## src/rtl/pwd_search_engine.sv

```systemverilog
// pwd_search_engine: brute-force keyspace walker feeding one SHA-1 core.
// Latency: at least 3 cycles per candidate (ISSUE, WAIT, CHECK) plus the hash-core latency.
// Backpressure: msg_block is held stable while hash_req_valid waits for hash_req_ready;
// there is no timeout on the digest response.
//
// Candidates are PWD_LEN symbols over a RADIX alphabet ('0'-'9', 'a'-'z').
// The most-significant symbol is limited to [from_sym, to_sym] so that several
// engines can split one keyspace.
// Each candidate is sent to the hash core as a single SHA-1 padded 512-bit block.
// Each digest that comes back is compared with target_hash.
//
// Ports:
//   clk, rst_n             clock, asynchronous active-low reset
//   start                  pulse: latch range/target and begin (ignored while busy)
//   from_sym, to_sym       inclusive range of the most-significant symbol
//   target_hash            digest to search for
//   hash_req_valid/ready   request handshake carrying msg_block
//   hash_rsp_valid/digest  one-cycle digest return from the hash core
//   busy, done, found      search status; found is valid while done=1
//   range_err              the last start carried an illegal range
//   found_pwd              matching candidate in ASCII, first char in the MSBs
//   tried_count            digests compared; only counts when PWD_SEARCH_STATS_EN
//                          is defined, otherwise tied to 0
module pwd_search_engine #(
  parameter int PWD_LEN = 4,
  parameter int RADIX   = 36,
  parameter int SYM_W   = 6,
  parameter int HASH_W  = 160,
  parameter int CNT_W   = 32
) (
  input  logic                 clk,
  input  logic                 rst_n,
  input  logic                 start,
  input  logic [SYM_W-1:0]     from_sym,
  input  logic [SYM_W-1:0]     to_sym,
  input  logic [HASH_W-1:0]    target_hash,
  output logic                 hash_req_valid,
  input  logic                 hash_req_ready,
  output logic [511:0]         msg_block,
  input  logic                 hash_rsp_valid,
  input  logic [HASH_W-1:0]    hash_rsp_digest,
  output logic                 busy,
  output logic                 done,
  output logic                 found,
  output logic                 range_err,
  output logic [8*PWD_LEN-1:0] found_pwd,
  output logic [CNT_W-1:0]     tried_count
);

  typedef enum logic [2:0] {IDLE, ISSUE, WAIT, CHECK, FIN} state_t;

  localparam logic [SYM_W-1:0] SYM_MAX = SYM_W'(RADIX - 1);
  localparam logic [SYM_W-1:0] RADIX_S = SYM_W'(RADIX);

  state_t               state;
  logic [SYM_W-1:0]     sym     [PWD_LEN];  // sym[0] is the most significant symbol
  logic [SYM_W-1:0]     sym_inc [PWD_LEN];
  logic [SYM_W-1:0]     to_r;
  logic [HASH_W-1:0]    target_r;
  logic [HASH_W-1:0]    dig_r;
  logic                 range_bad;
  logic                 is_last;
  logic                 carry;
  logic [511:0]         blk_start;
  logic [511:0]         blk_inc;
  logic [8*PWD_LEN-1:0] cur_text;

  function automatic logic [7:0] to_ascii(input logic [SYM_W-1:0] s);
    if (s < SYM_W'(10)) return 8'd48 + 8'(s);
    else                return 8'd87 + 8'(s);  // 10 -> 'a' (0x61)
  endfunction

  assign range_bad = (from_sym > to_sym) || (to_sym >= RADIX_S);

  // Odometer increment: the least significant symbol is sym[PWD_LEN-1].
  always_comb begin
    sym_inc = sym;
    carry   = 1'b1;
    for (int i = PWD_LEN - 1; i >= 0; i--) begin
      if (carry) begin
        if (sym[i] == SYM_MAX) begin
          sym_inc[i] = '0;
        end else begin
          sym_inc[i] = sym[i] + SYM_W'(1);
          carry      = 1'b0;
        end
      end
    end
  end

  // The last candidate is detected by equality.
  // A <= compare would let to_sym = 2^SYM_W-1 wrap around and loop forever.
  always_comb begin
    is_last = (sym[0] == to_r);
    for (int i = 1; i < PWD_LEN; i++) begin
      if (sym[i] != SYM_MAX) is_last = 1'b0;
    end
  end

  // Padded blocks for the two places a new candidate is loaded.
  // The first is the range start; the second is the incremented candidate.
  always_comb begin
    blk_start = '0;
    blk_inc   = '0;
    cur_text  = '0;
    for (int i = 0; i < PWD_LEN; i++) begin
      blk_start[511-8*i -: 8]           = to_ascii((i == 0) ? from_sym : '0);
      blk_inc[511-8*i -: 8]             = to_ascii(sym_inc[i]);
      cur_text[8*(PWD_LEN-i)-1 -: 8]    = to_ascii(sym[i]);
    end
    blk_start[511-8*PWD_LEN -: 8] = 8'h80;
    blk_inc[511-8*PWD_LEN -: 8]   = 8'h80;
    blk_start[63:0]               = 64'(8 * PWD_LEN);
    blk_inc[63:0]                 = 64'(8 * PWD_LEN);
  end

  always_ff @(posedge clk or negedge rst_n) begin
    if (!rst_n) begin
      state          <= IDLE;
      busy           <= 1'b0;
      done           <= 1'b0;
      found          <= 1'b0;
      range_err      <= 1'b0;
      hash_req_valid <= 1'b0;
      found_pwd      <= '0;
      msg_block      <= '0;
      to_r           <= '0;
      target_r       <= '0;
      dig_r          <= '0;
      for (int i = 0; i < PWD_LEN; i++) sym[i] <= '0;
    end else begin
      case (state)
        IDLE, FIN: begin
          if (start) begin
            to_r     <= to_sym;
            target_r <= target_hash;
            found    <= 1'b0;
            if (range_bad) begin
              range_err <= 1'b1;
              done      <= 1'b1;
              busy      <= 1'b0;
              state     <= FIN;
            end else begin
              range_err      <= 1'b0;
              done           <= 1'b0;
              busy           <= 1'b1;
              for (int i = 0; i < PWD_LEN; i++) sym[i] <= (i == 0) ? from_sym : '0;
              msg_block      <= blk_start;
              hash_req_valid <= 1'b1;
              state          <= ISSUE;
            end
          end
        end
        ISSUE: begin
          if (hash_req_ready) begin
            hash_req_valid <= 1'b0;
            state          <= WAIT;
          end
        end
        WAIT: begin
          if (hash_rsp_valid) begin
            dig_r <= hash_rsp_digest;
            state <= CHECK;
          end
        end
        CHECK: begin
          if (dig_r == target_r) begin
            found     <= 1'b1;
            found_pwd <= cur_text;
            done      <= 1'b1;
            busy      <= 1'b0;
            state     <= FIN;
          end else if (is_last) begin
            done  <= 1'b1;
            busy  <= 1'b0;
            state <= FIN;
          end else begin
            sym            <= sym_inc;
            msg_block      <= blk_inc;
            hash_req_valid <= 1'b1;
            state          <= ISSUE;
          end
        end
        default: state <= IDLE;
      endcase
    end
  end

`ifdef PWD_SEARCH_STATS_EN
  // Counts compared digests and saturates at all-ones.
  always_ff @(posedge clk or negedge rst_n) begin
    if (!rst_n) begin
      tried_count <= '0;
    end else if ((state == IDLE || state == FIN) && start) begin
      tried_count <= '0;
    end else if (state == CHECK && tried_count != '1) begin
      tried_count <= tried_count + CNT_W'(1);
    end
  end
`else
  assign tried_count = '0;
`endif

endmodule

```

## config.mk

```make
export PLATFORM = sky130hd
export DESIGN_NAME = pwd_search_engine
export DESIGN_NICKNAME = d
export VERILOG_FILES = /design/src/rtl/pwd_search_engine.sv
export SDC_FILE = /design/constraint.sdc
export NUM_CORES = 1
export LEC_CHECK = 0
export CORE_AREA = 8 8 350 352
export DETAILED_ROUTE_END_ITERATION = 10
export DIE_AREA = 0 0 358 360
export GPL_ROUTABILITY_DRIVEN = 0
export MAX_ROUTING_LAYER = met4
export PLACE_DENSITY = 0.46
export SLEW_MARGIN = 40
export SYNTH_ARGS = -nofsm -noshare
export SYNTH_HDL_FRONTEND = slang
export SYNTH_SLANG_ARGS = --single-unit
```

## constraint.sdc

```tcl
create_clock -name clk -period 5.89 [get_ports clk]
set_input_delay 1.178 -clock clk [delete_from_list [all_inputs] [get_ports clk]]
set_output_delay 1.178 -clock clk [all_outputs]
set_load 0.05 [all_outputs]
```

Yosys cells after proc, flatten, opt, wreduce, memory -nomap -nowiden
Index checks and enable logic that the tools add are counted.
{ "classes": {"n_addsub": 22, "magnitude_cmp": 11, "n_eq_ne": 21, "mux": 60, "reduce_logical": 13} }
{ "op_table": {"columns": ["op", "count"], "rows": [
  ["$mux W512", 4],
  ["$pmux W512 S2", 1],
  ["$eq A160 B160 Y1", 1],
  ["$mux W24", 4],
  ["$add A7 B6 Y8 const A", 9],
  ["$mux W8", 9],
  ["$add A6 B6 Y7 const A", 9],
  ["$lt A6 B4 Y1 const B", 9],
  ["$pmux W24 S2", 1],
  ["$mux W6", 7],
  ["$add A6 B1 Y6 const B", 4],
  ["$eq A6 B6 Y1 const B", 4],
  ["$mux W1", 23],
  ["$mux W3", 6],
  ["$ne A6 B6 Y1 const B", 3],
  ["$ne A2 B2 Y1 const B", 7],
  ["$pmux W3 S4", 1],
  ["$reduce_and A3 Y1", 3],
  ["$eq A3 B2 Y1 const B", 2],
  ["$eq A6 B6 Y1", 1],
  ["$ge A6 B6 Y1 const B", 1],
  ["$gt A6 B6 Y1", 1],
  ["$pmux W1 S2", 3],
  ["$reduce_and A2 Y1", 3],
  ["11 further kinds", 11]
]} }
{ "totals": {"ff_bits": 902, "input_bits": 337, "out_inout_bits": 581, "elab_cells": 142} }

Logic depth before layout (Yosys ltp)
Gate-level depths: netlist of run 1.
{ "depth": {"depth_word": 10, "mapped_depth": 16, "depth_no_buf": 15} }

Worst setup path before layout of run 1
No wires, ideal clock.
{ "synth_timing": {"path_type": "reg2reg", "startpoint": "reg sym[10] (netlist name)", "endpoint": "reg msg_block[506]", "setup_time_ps": 128, "arrival_time_ps": 3093, "required_ps": 5762, "setup_slack_ps": 2670, "path_stages_with_launch": 17, "path_buffers": 1, "period_less_slack_ps": 3220, "path_cell_list": "dfrtp_1 inv_1 ha_1 nand4bb_1 buf_4 nor3_4 o21ai_1 a22o_1 inv_1 ha_1 inv_1 a41oi_1 nand2_1 o221ai_1 xnor2_1 a21oi_1 mux2_1"} }
{ "synth_between": {"elab_chain_cells": 10, "elab_cells_between_ends": 17, "classes_between": "2 x add/sub; 1 x order compare; 3 x eq/ne; 10 x mux; 1 x reduce/logical"} }
{ "synth_lines": {"columns": ["item", "line", "source"], "rows": [
  ["from (decl)", "56", "logic [SYM_W-1:0] sym [PWD_LEN];"],
  ["from (signal assigned)", "178", "sym <= sym_inc;"],
  ["$eq A6 B6 Y1", "81", "if (sym[i] == SYM_MAX) begin"],
  ["$mux W1", "81", null],
  ["$mux W1 (2 in series)", "80", "if (carry) begin"],
  ["$mux W6", "80", null],
  ["$add A7 B6 Y8, or another cell as far along", "70", "else return 8'd87 + 8'(s);"],
  ["$mux W8", "69", "if (s < SYM_W'(10)) return 8'd48 + 8'(s);"],
  ["$mux W512", "173", "end else if (is_last) begin"],
  ["$mux W512", "167", "if (dig_r == target_r) begin"],
  ["$pmux W512 S2", "132", "case (state)"],
  ["to (signal assigned)", "148", "msg_block <= blk_start;"],
  ["to (signal assigned)", "179", "msg_block <= blk_inc;"],
  ["to (decl)", "39", "output logic [511:0] msg_block,"]
]} }
Several ways; a longest one is shown, not always the timed one. The select of a mux whose other input is x is not followed.
A chain may end at the register's enable or synchronous reset.

Worst setup path in the final report of run 1
{ "layout_timing": {"startpoint": "reg sym[4] (netlist name)", "endpoint": "reg msg_block[510]"} }
The elaborated chain is that of the path after synthesis.

==> impl_results.md, run 1 <==
* Total power at 14.7 mW
* Fin area at around 0.03 mm^2
* Hold Slack at around 0.37 ns
* Leakage Power at 13.6 nW
* EDFF count, synth at 0
* Layout Cells excl Fill at 4512
* CP Max Fanout at 22
* CTS root buf: clkbuf_16
* Layout area overhead at 25.2%
* Clock Skew at 0.0662 ns
* YS warnings at 0
* Hold-fix buffers, CTS at 0
* Setup-failing EPs final at 0
* Ys flop type: dfrtp_1
* Initial Util at 0.208
* GR Overflow Total at 0
* WS Path Type: flip-flop to flip-flop
* Fin crit share at 0.733
* Final WL at between 80000 and 90000 um
* Drt wl/cell at 19.1 um
* CTS Buf Count at 57
* Antenna Nets Post-Route at 0
* Largest area contributor in the netlist: dfrtp_1
* Rel. slew slack at 0.475
* IO Port Bufs at 407
* Yosys top cell area share at 0.434
* Cell Area, Placed at 0.0283 mm^2
* Min-Delay Path Class: primary input to async pin
* Layout Nets at 3271
* Cell Area, Synth at 0.0244 mm^2
* FP Rows at 126
* Residual DRC at 0
* Die height at between 300 and 400 um
* Worst slack, placed at 1.34 ns
* Sink Count at around 420
* Yosys cell types at 78
* Worst slew pin tran at 0.783 ns
* Die area at 0.129 mm^2
* Wire length of the first global-routing pass at 123000 um
* DR vias/cell at 3.71
* RSZ-0062 raised after global routing: false
* Final critical-path setup slack at around 1.6 ns
* Gate Count Post-Synth at 2494
* CP Data Required Time at around 6.4 ns
* Total core area at 0.117 mm^2
* Min Tclk post-route at 4.32 ns
* Initial antenna violation count at 55
* FFs w/ async S/R, synth at 1.00
* Area contributors post-synth: dfrtp_1 (43%), buf_4 (16%), nand2_1 (8.4%)
* Setup Fix Bufs, Post-CTS at 0
* Final Hold Fails at 0
* Cells after DPL at 4361
* Final Slew Violations at 0
* Final HPWL DP at 67000 um
* Avg Cell Area, Syn at 9.78 um^2
* Nature of the critical path startpoint: flip-flop
* Worst Path Arrival at 4.81 ns
* Pin count of the biggest net entering global routing at 117
* Fillers at around 13k
* Max-cap violations at 0
* Outcome: completed
* Setup TNS at 0 ns
* Post-Route Utilization at 0.261
* Top Ports at 918
* Nature of the critical path endpoint: flip-flop
* CTS tree: yes
* Worst skew pair latency at 0.67 ns
* Layout cells sized above 1 at 0.110
* Drt first-iter violations at around 850
* #FFs+latches synth at between 400 and 500
* GR Util All Layers at 0.131
* Post_cts resized at 0
* Drt pass-1 iters at 5
* Seq/Total Area, Yosys at 0.434
* Longest Clk Path Bufs at 3
* Clock transition at the registers of the reported paths at ~0.06 ns
* Vias in the first global route at 17.4k
* Vias at 16.7k
* Max IR drop VDD at ~0.00026 V
* H-tree depth at 2
* Max frequency at 232 MHz
* DIE WIDTH at between 300 and 400 um
* Power Dens Cells at 482 mW/mm^2
area by class of cell:
class                   instances  area [um^2]  share of cell area
diodes                         45          113             0.00369
clock buffers                  78         1670              0.0546
clock inverters                26          335              0.0110
inverters                      59          221             0.00726
multi-input cells            1915        11300               0.370
flip-flops and latches        423        10600               0.347
well taps                    1536         1920              0.0630
repair buffers                430         4390               0.144
layout by cell type (no fill, tap or decap), types with 25 or more instances in the layout:
master	Yosys	final
nand2_1	545	543
conb_1	1	510
dfrtp_1	423	423
clkdlybuf4s50_1	0	406
xnor2_1	196	195
mux2_2	169	169
nor2_1	60	59
clkbuf_16	0	58
inv_1	57	57
a21oi_1	53	53
nand4_1	52	52
ha_1	48	48
diode_2	0	45
o21ai_0	34	34
nand3_1	25	25
cells in the mapped netlist, drive strengths merged, types with 4 or more instances:
master,count
a21oi,53
a22o,16
a2bb2oi,6
a31oi,16
a32oi,4
a41o,5
and2,5
buf,557
clkbuf,49
dfrtp,423
ha,48
inv,59
mux2,182
mux2i,15
nand2,545
nand2b,10
nand3,25
nand4,52
nor2,60
nor2b,4
nor3,7
nor4,15
o211ai,7
o21ai,44
o22ai,10
o31ai,8
or3,6
xnor2,196
xor2,14
metal layers:
layer  vias to the layer above  track usage  share of wire
met5                         -            -              0
met4                         0       0.0270          0.017
met3                        84       0.0506           0.10
met2                       585        0.211           0.47
met1                      8000        0.156           0.41
li1                       8053            -              -
kinds of logic (layout without fill, tap and decap cells):
group / Yosys count / in the layout / share of synthesized area
and+or+nand+nor: 745 / 745 / 0.133
buffers and inverters: 665 / 593 / 0.183
DFF: 423 / 423 / 0.434
xor gates and xnor gates: 210 / 210 / 0.0754
AOI/OAI and AO/OA: 205 / 205 / 0.0586
muxes: 197 / 197 / 0.0902
adders and majority gates: 48 / 48 / 0.0246
other: 1 / 555 / 0.000154
flip-flops by register name, indices dropped and copies added, names as in the netlist:
signal / flops
sym: 24
found_pwd: 32
msg_block: 33
range_err: 1
state: 3
busy: 1
target_r: 160
dig_r: 160
to_r: 6
done: 1
hash_req_valid: 1
found: 1
report_power, final:
group / leakage (nW) / switching [mW] / internal [mW]
Clock: 0.970 / 1.44 / 2.20
Combinational: 7.42 / 3.57 / 2.33
Sequential: 5.26 / 1.00 / 4.15
worst max-delay path: stages (launching register included):
cell,delay (ns)
dfrtp_1,0.45
inv_1,0.20
ha_1,0.30
nand4bb_4,0.48
nor3_4,0.61
o21ai_1,0.13
a22o_1,0.35
inv_1,0.09
ha_1,0.19
inv_1,0.13
a41oi_1,0.28
nand2_1,0.16
o22ai_2,0.23
a311oi_1,0.12
o2bb2ai_1,0.19
mux2_2,0.26
final timing paths:
| check | from | to | slack (ns) | depth (start not counted) |
|---|---|---|---|---|
| max in group asynchronous | rst_n | dig_r[48] | 4.14 | 3 |
| worst min register to register | found_pwd[0] | found_pwd[0] | 0.48 | 1 |
| worst min-delay path | rst_n | dig_r[60] | 0.37 | 1 |
| worst max register to register | sym[4] | msg_block[510] | 1.57 | 15 |
| min in group clk | found_pwd[0] | found_pwd[0] | 0.48 | 1 |
| worst max-delay path | sym[4] | msg_block[510] | 1.57 | 15 |
(Power assumes the default switching activity.)
==> run 2: changes to the inputs <==
PLACE_DENSITY = 0.47   (was 0.46)
clock period = 3.65 ns   (was 5.89 ns; I/O delays follow)
==> impl_results.md, run 2 (same netlist as run 1, synthesis figures left out) <==
* Nature of the critical path startpoint: flip-flop
* Layout Nets at 3368 (+3.0%)
* CP Data Required Time at 4.15 ns (-2.23 ns)
* Storage cell area at 0.0106 mm^2 (unchanged)
* Setup-failing EPs final at 0 (unchanged)
* Layout area overhead at 28.5%
* Max-cap violations at 0 (unchanged)
* Max IR drop VDD at 0.000389 V (+52%)
* Die area at 0.129 mm^2 (unchanged)
* IO Port Bufs at 407 (unchanged)
* Fillers at 12.5k (-1.3%)
* Power Dens Cells at 776 mW/mm^2 (+61%)
* Most common cell after layout, fill and taps aside: nand2_1
* Residual DRC at 0 (unchanged)
* Drt pass-1 iters at 5 (unchanged)
* Leakage Power at 14.2 nW (+3.8%)
* Worst skew pair latency at 0.65 ns (-0.02 ns)
* Initial Util at 0.208 (unchanged)
* DR vias/cell at 3.73 (+0.63%)
* Rel. slew slack at 0.519 (+0.0446)
* Setup TNS at 0 ns (unchanged)
* Total core area at 0.117 mm^2 (unchanged)
* Worst Path Arrival at 3.94 ns (-0.87 ns)
* Clock transition at the registers of the reported paths at 0.06 ns (about the same)
* Cell Area, Placed at 0.0292 mm^2 (+3.0%)
* WS Path Type: flip-flop to flip-flop
* Longest Clk Path Bufs at 3 (unchanged)
* Min Tclk post-route at 3.44 ns (-0.882 ns)
* Largest registers: dig_r x160, target_r x160, msg_block x33
* GR Util All Layers at 0.130 (-0.000902)
* Antenna Nets Post-Route at 0 (unchanged)
* Final Hold Fails at 0 (unchanged)
* CTS root buf: clkbuf_16
* Initial antenna violation count at 53 (-3.6%)
* Nature of the critical path endpoint: flip-flop
* Vias in the first global route at 18.2k (+4.2%)
* Top Ports at 918 (unchanged)
* GR Overflow Total at 0 (unchanged)
* CTS Buf Count at 56 (-1.8%)
* Final Slew Violations at 0 (unchanged)
* Area of the multi-input gates at 0.0113 mm^2 (-0.14%)
* Fin area at 0.0313 mm^2 (+2.6%)
* Worst slew pin tran at 0.715 ns (-0.0678 ns)
* Drt first-iter violations at 741 (-12%)
* H-tree depth at 2 (unchanged)
* Vias at 17.2k (+2.8%)
* Fin crit share at 0.941 (+0.208)
* Max frequency at 291 MHz (+26%)
* Outcome: completed
* Clock Skew at 0.0373 ns (-0.0289 ns)
* Wire length of the first global-routing pass at 123000 um (+0.33%)
* FP Rows at 126 (unchanged)
* CTS tree: yes
* Layout cells sized above 1 at 0.137 (+0.0270)
* Final WL at 85100 um (-1.0%)
* Cells on Worst Hold Path at 1
* Final HPWL DP at 67700 um (+1.1%)
* Die height at 360 um (unchanged)
* Min-Delay Path Class: flip-flop to flip-flop
* Drt wl/cell at 18.5 um (-3.1%)
* DIE WIDTH at 358 um (unchanged)
* Most frequent cells in the layout: nand2_1 (544), conb_1 (510), dfrtp_1 (423), clkdlybuf4s50_1 (406), xnor2_1 (195)
* RSZ-0062 raised after global routing: false
* Reg2Reg Depth at 9 (-6)
* Total power at 24.3 mW (+65%)
* Pin count of the biggest net entering global routing at 83 (-29%)
* CP Max Fanout at 7 (-68%)
* Sink Count at 423 (unchanged)
[run 2: cell count changes in the layout (fill, tap and decap cells not counted), sizes merged]
cell         delta
inv             +2
clkinv          +1
buf            +97
bufinv          +1
clkinvlp        -4
diode           +4
dlygate4sd3     +1
clkbuf          -3
[run 2: area by class of cell]
class                   count  area share
diodes                     49     0.00391
clock buffers              75      0.0512
clock inverters            26      0.0112
inverters                  59     0.00707
multi-input cells        1915       0.360
flip-flops and latches    423       0.338
well taps                1536      0.0614
repair buffers            528       0.168
[run 2: path summary, 6_finish.rpt]
path	from	to	slack, ns
max in group asynchronous	rst_n	to_r[5]	1.91
hold / removal	found_pwd[28]	found_pwd[28]	0.49
hold reg to reg	found_pwd[28]	found_pwd[28]	0.49
min in group asynchronous	rst_n	target_r[17]	0.55
setup / recovery	target_r[53]	sym[1]	0.21
setup reg to reg	target_r[53]	sym[1]	0.21
[run 2: power by group]
part	total [mW]	switching (mW)	leakage [nW]	internal [mW]
sequential	8.20	1.50	5.26	6.70
clock	5.82	2.31	0.963	3.52
combinational	10.3	6.05	7.94	4.23
total	24.3	9.86	14.2	14.4
[run 2: timing repair]
action,4_1_cts,5_1_grt
endpoints found under the hold margin,0,25
setup endpoints to repair,0,6
hold buffers,0,1
setup buffers,0,0
gates resized for setup,0,2
[run 2: per-stage QoR]
stage	utilization	hold slack [ns]	cells	setup WS, ns
6_report	0.268	0.485	4611	0.215
5_1_grt	0.268	0.502	4608	0.00305
4_1_cts	0.266	0.120	4560	0.174
3_5_place_dp	0.250	0.476	4459	0.193
3_3_place_gp	0.250	0.472	4459	-0.131
2_1_floorplan	-	0.434	3003	0.430
[run 2: per-layer routing]
layer,vias to the layer above,wire length (um),track usage,part of all wire
met5,-,0,-,0
met1,8258,35100,0.152,0.41
met2,580,40700,0.212,0.48
li1,8259,-,-,-
met3,100,7420,0.0478,0.087
met4,0,1920,0.0337,0.023
[run 2: critical path, stage by stage, from the launching register on]
cell and delay (ns):
dfrtp_1 0.40, xnor2_2 0.58, nand4_1 0.59, nor4_1 0.42, nand4_1 0.15, buf_4 0.21
o31ai_4 0.29, nor2_1 0.21, buf_4 0.21, a22o_1 0.22
==> run 3: changes to the inputs <==
--- a/config.mk
+++ b/config.mk
@@ -6,10 +6,10 @@
 export NUM_CORES = 1
 export LEC_CHECK = 0
-export CORE_AREA = 8 8 350 352
+export CORE_AREA = 2 2 354 356
 export DETAILED_ROUTE_END_ITERATION = 10
-export DIE_AREA = 0 0 358 360
+export DIE_AREA = 0 0 356 358
 export GPL_ROUTABILITY_DRIVEN = 0
 export MAX_ROUTING_LAYER = met4
-export PLACE_DENSITY = 0.47
+export PLACE_DENSITY = 0.46
 export SLEW_MARGIN = 40
 export SYNTH_ARGS = -nofsm -noshare
==> constraint.sdc (replaced) <==
create_clock -name clk -period 3.65 [get_ports clk]
set_input_delay 0.9125 -clock clk [delete_from_list [all_inputs] [get_ports clk]]
set_output_delay 0.9125 -clock clk [all_outputs]
set_load 0.05 [all_outputs]
==> impl_results.md, run 3 (same netlist as run 1, synthesis figures left out) <==
* Min-Delay Path Class: primary input to async pin
* Met3 Use GR at 0.0471 (-0.000711)
* Initial antenna violation count at 45 (-15%)
* Fillers at 13.3k (+6.8%)
* Post-Route Utilization at 0.253 (-0.0144)
* M1 GR Usage at 0.147 (-0.00484)
* GR Overflow Total at 0 (unchanged)
* Initial Util at 0.198 (-0.0107)
* CP Buf/Inv Count at 2 (unchanged)
* Most frequent cells in the layout: nand2_1 (544), conb_1 (510), dfrtp_1 (423), clkdlybuf4s50_1 (406), xnor2_1 (196)
* Nature of the critical path startpoint: flip-flop
* Die area at 0.127 mm^2 (-1.1%)
* Layout Cells excl Fill at 4687 (+1.6%)
* RSZ-0062 raised after global routing: false
* CTS tree: yes
* Leakage Power at 14.0 nW (-0.84%)
* DIE WIDTH at 356 um (-0.56%)
* Largest registers: dig_r x160, target_r x160, msg_block x33
* IO Port Bufs at 407 (unchanged)
* Critical-path top delay cell: dfrtp_1
* Residual DRC at 0 (unchanged)
* Worst R2R End: msg_block[504]
* R2r setup slk at 0.29 ns (+0.07 ns)
* Worst slack, placed at 0.0813 ns (-0.112 ns)
* Max IR drop VDD at 0.000374 V (-3.8%)
* Nature of the critical path endpoint: flip-flop
* Total core area at 0.123 mm^2 (+5.4%)
* Clock Skew at 0.0147 ns (-0.0226 ns)
* Fin crit share at 0.922 (-0.0195)
* Vias in the first global route at 16.8k (-7.6%)
* FP Rows at 129 (+2.4%)
* Longest Clk Path Bufs at 3 (unchanged)
* Layout Nets at 3352 (-0.48%)
* Final critical-path setup slack at 0.286 ns (+0.0712 ns)
* Max-cap violations at 0 (unchanged)
* CTS Buf Count at 55 (-1.8%)
* Worst Path Arrival at 3.89 ns (-0.05 ns)
* Hold-fix buffers, CTS at 0 (unchanged)
* Area of the multi-input gates at 0.0113 mm^2 (about the same)
* Sink Count at 423 (unchanged)
* Wire length of the first global-routing pass at 115000 um (-7.0%)
* Worst reg2reg path startpoint: sym[4]
* Met2 usage at 0.204 (-0.00803)
* Final WL at 80800 um (-5.1%)
* Pin count of the biggest net entering global routing at 77 (-7.2%)
* Final Slew Violations at 0 (unchanged)
* Setup TNS at 0 ns (unchanged)
* Worst skew pair latency at 0.65 ns (about the same)
* Vias at 17.2k (-0.20%)
* CP cell instances: inv_1 -> ha_1 -> nand4bb_4 -> nor4_4 -> mux2i_1 -> or3_1 -> ha_1 -> inv_1 -> a41oi_1 -> nand2_1 -> o22ai_2 -> xnor2_1 -> a21oi_1 -> mux2_1
* Worst slew pin tran at 0.680 ns (-0.0352 ns)
* Layout area overhead at 28.2%
* Min Tclk post-route at 3.36 ns (-0.0712 ns)
* CTS root buf: clkbuf_16
* GRT busiest layer: met2
* Drt wl/cell at 17.2 um (-6.6%)
* Cells after DPL at 4547 (+2.0%)
* Top Ports at 918 (unchanged)
* GR Util All Layers at 0.126 (-0.00416)
* CP Data Required Time at 4.18 ns (+0.03 ns)
* Storage cell area at 0.0106 mm^2 (unchanged)
* CP Max Fanout at 7 (unchanged)
* Final Hold Fails at 0 (unchanged)
* Max frequency at 297 MHz (+2.1%)
* Rel. slew slack at 0.547 (+0.0279)
* DR vias/cell at 3.66 (-1.8%)
* Most common cell after layout, fill and taps aside: nand2_1
* Die height at 358 um (-0.56%)
* Final HPWL DP at 63300 um (-6.5%)
* Setup-failing EPs final at 0 (unchanged)
* Antenna Nets Post-Route at 0 (unchanged)
* Outcome: completed
* Worst path max stage delay at 0.43 ns (-0.16 ns)
* Drt pass-1 iters at 5 (unchanged)
* Reg2Reg Depth at 14 (+5)
* WS Path Type: flip-flop to flip-flop
* Drt first-iter violations at 737 (-0.54%)
* Layout cells sized above 1 at 0.132 (-0.00439)
* Clock transition at the registers of the reported paths at 0.06 ns (about the same)
* CP delay by family, top: simple AND/OR/NAND/NOR gates
* H-tree depth at 2 (unchanged)
* Power Dens Cells at 771 mW/mm^2 (-0.59%)
[run 3: cell count changes in the layout (fill, tap and decap cells not counted), moves of 2 or more]
cell,before,now
buf_4,100,91
inv_6,4,0
clkbuf_1,7,9
buf_12,19,15
bufinv_16,6,8
clkinvlp_4,2,6
clkbuf_16,57,55
diode_2,49,37
[run 3: worst reg2reg max path, delay by kind of cell (launching register included)]
kind	cells	cell delay, ns
AOI/OAI and AO/OA	3	0.54
and+or+nand+nor	4	0.99
buffers and inverters	2	0.16
DFF	1	0.43
xor gates and xnor gates	1	0.16
muxes	2	0.53
adders and majority gates	2	0.45
[run 3: cell type report]
type,instances,area share
multi-input combinational,1915,0.361
clock inverter,28,0.0131
inverter,59,0.00709
clock buffer,75,0.0500
antenna,37,0.00296
timing repair buffer,513,0.162
sequential,423,0.339
tap,1637,0.0656
[run 3: layer usage]
metal / wire [um] / vias up
li1: - / 8211
met1: 33000 / 8256
met2: 38500 / 606
met3: 7430 / 90
met4: 1820 / 0
met5: 0 / -
[run 3: how the worst max path moves through the flow]
stage | startpoint | endpoint | depth (start not counted)
detailed placement | to_sym[3] | sym[2] | 11
floorplan | sym[10] | msg_block[506] | 16
global route | sym[4] | msg_block[504] | 14
global placement | to_sym[3] | sym[2] | 11
CTS | sym[4] | msg_block[499] | 14
finish | sym[4] | msg_block[504] | 14
[run 3: power breakdown]
part | internal (mW) | leakage, nW | switching [mW]
clock | 3.57 | 0.952 | 2.31
combinational | 4.10 | 7.83 | 5.91
sequential | 6.70 | 5.26 | 1.51
total | 14.4 | 14.0 | 9.73
[run 3: repair_timing]
item,4_1_cts,5_1_grt
resized for setup,0,1
setup endpoints to repair,0,3
setup buffers,0,0
[run 3: metrics by stage]
step / power [mW] / hold slack [ns] / area [um^2]
floorplan: 15.2 / 0.466 / 26300
global placement: 18.6 / 0.473 / 29200
detailed placement: 18.7 / 0.480 / 29200
CTS: 24.8 / 0.252 / 31200
global route: 25.9 / 0.296 / 31200
finish: 24.1 / 0.286 / 31200
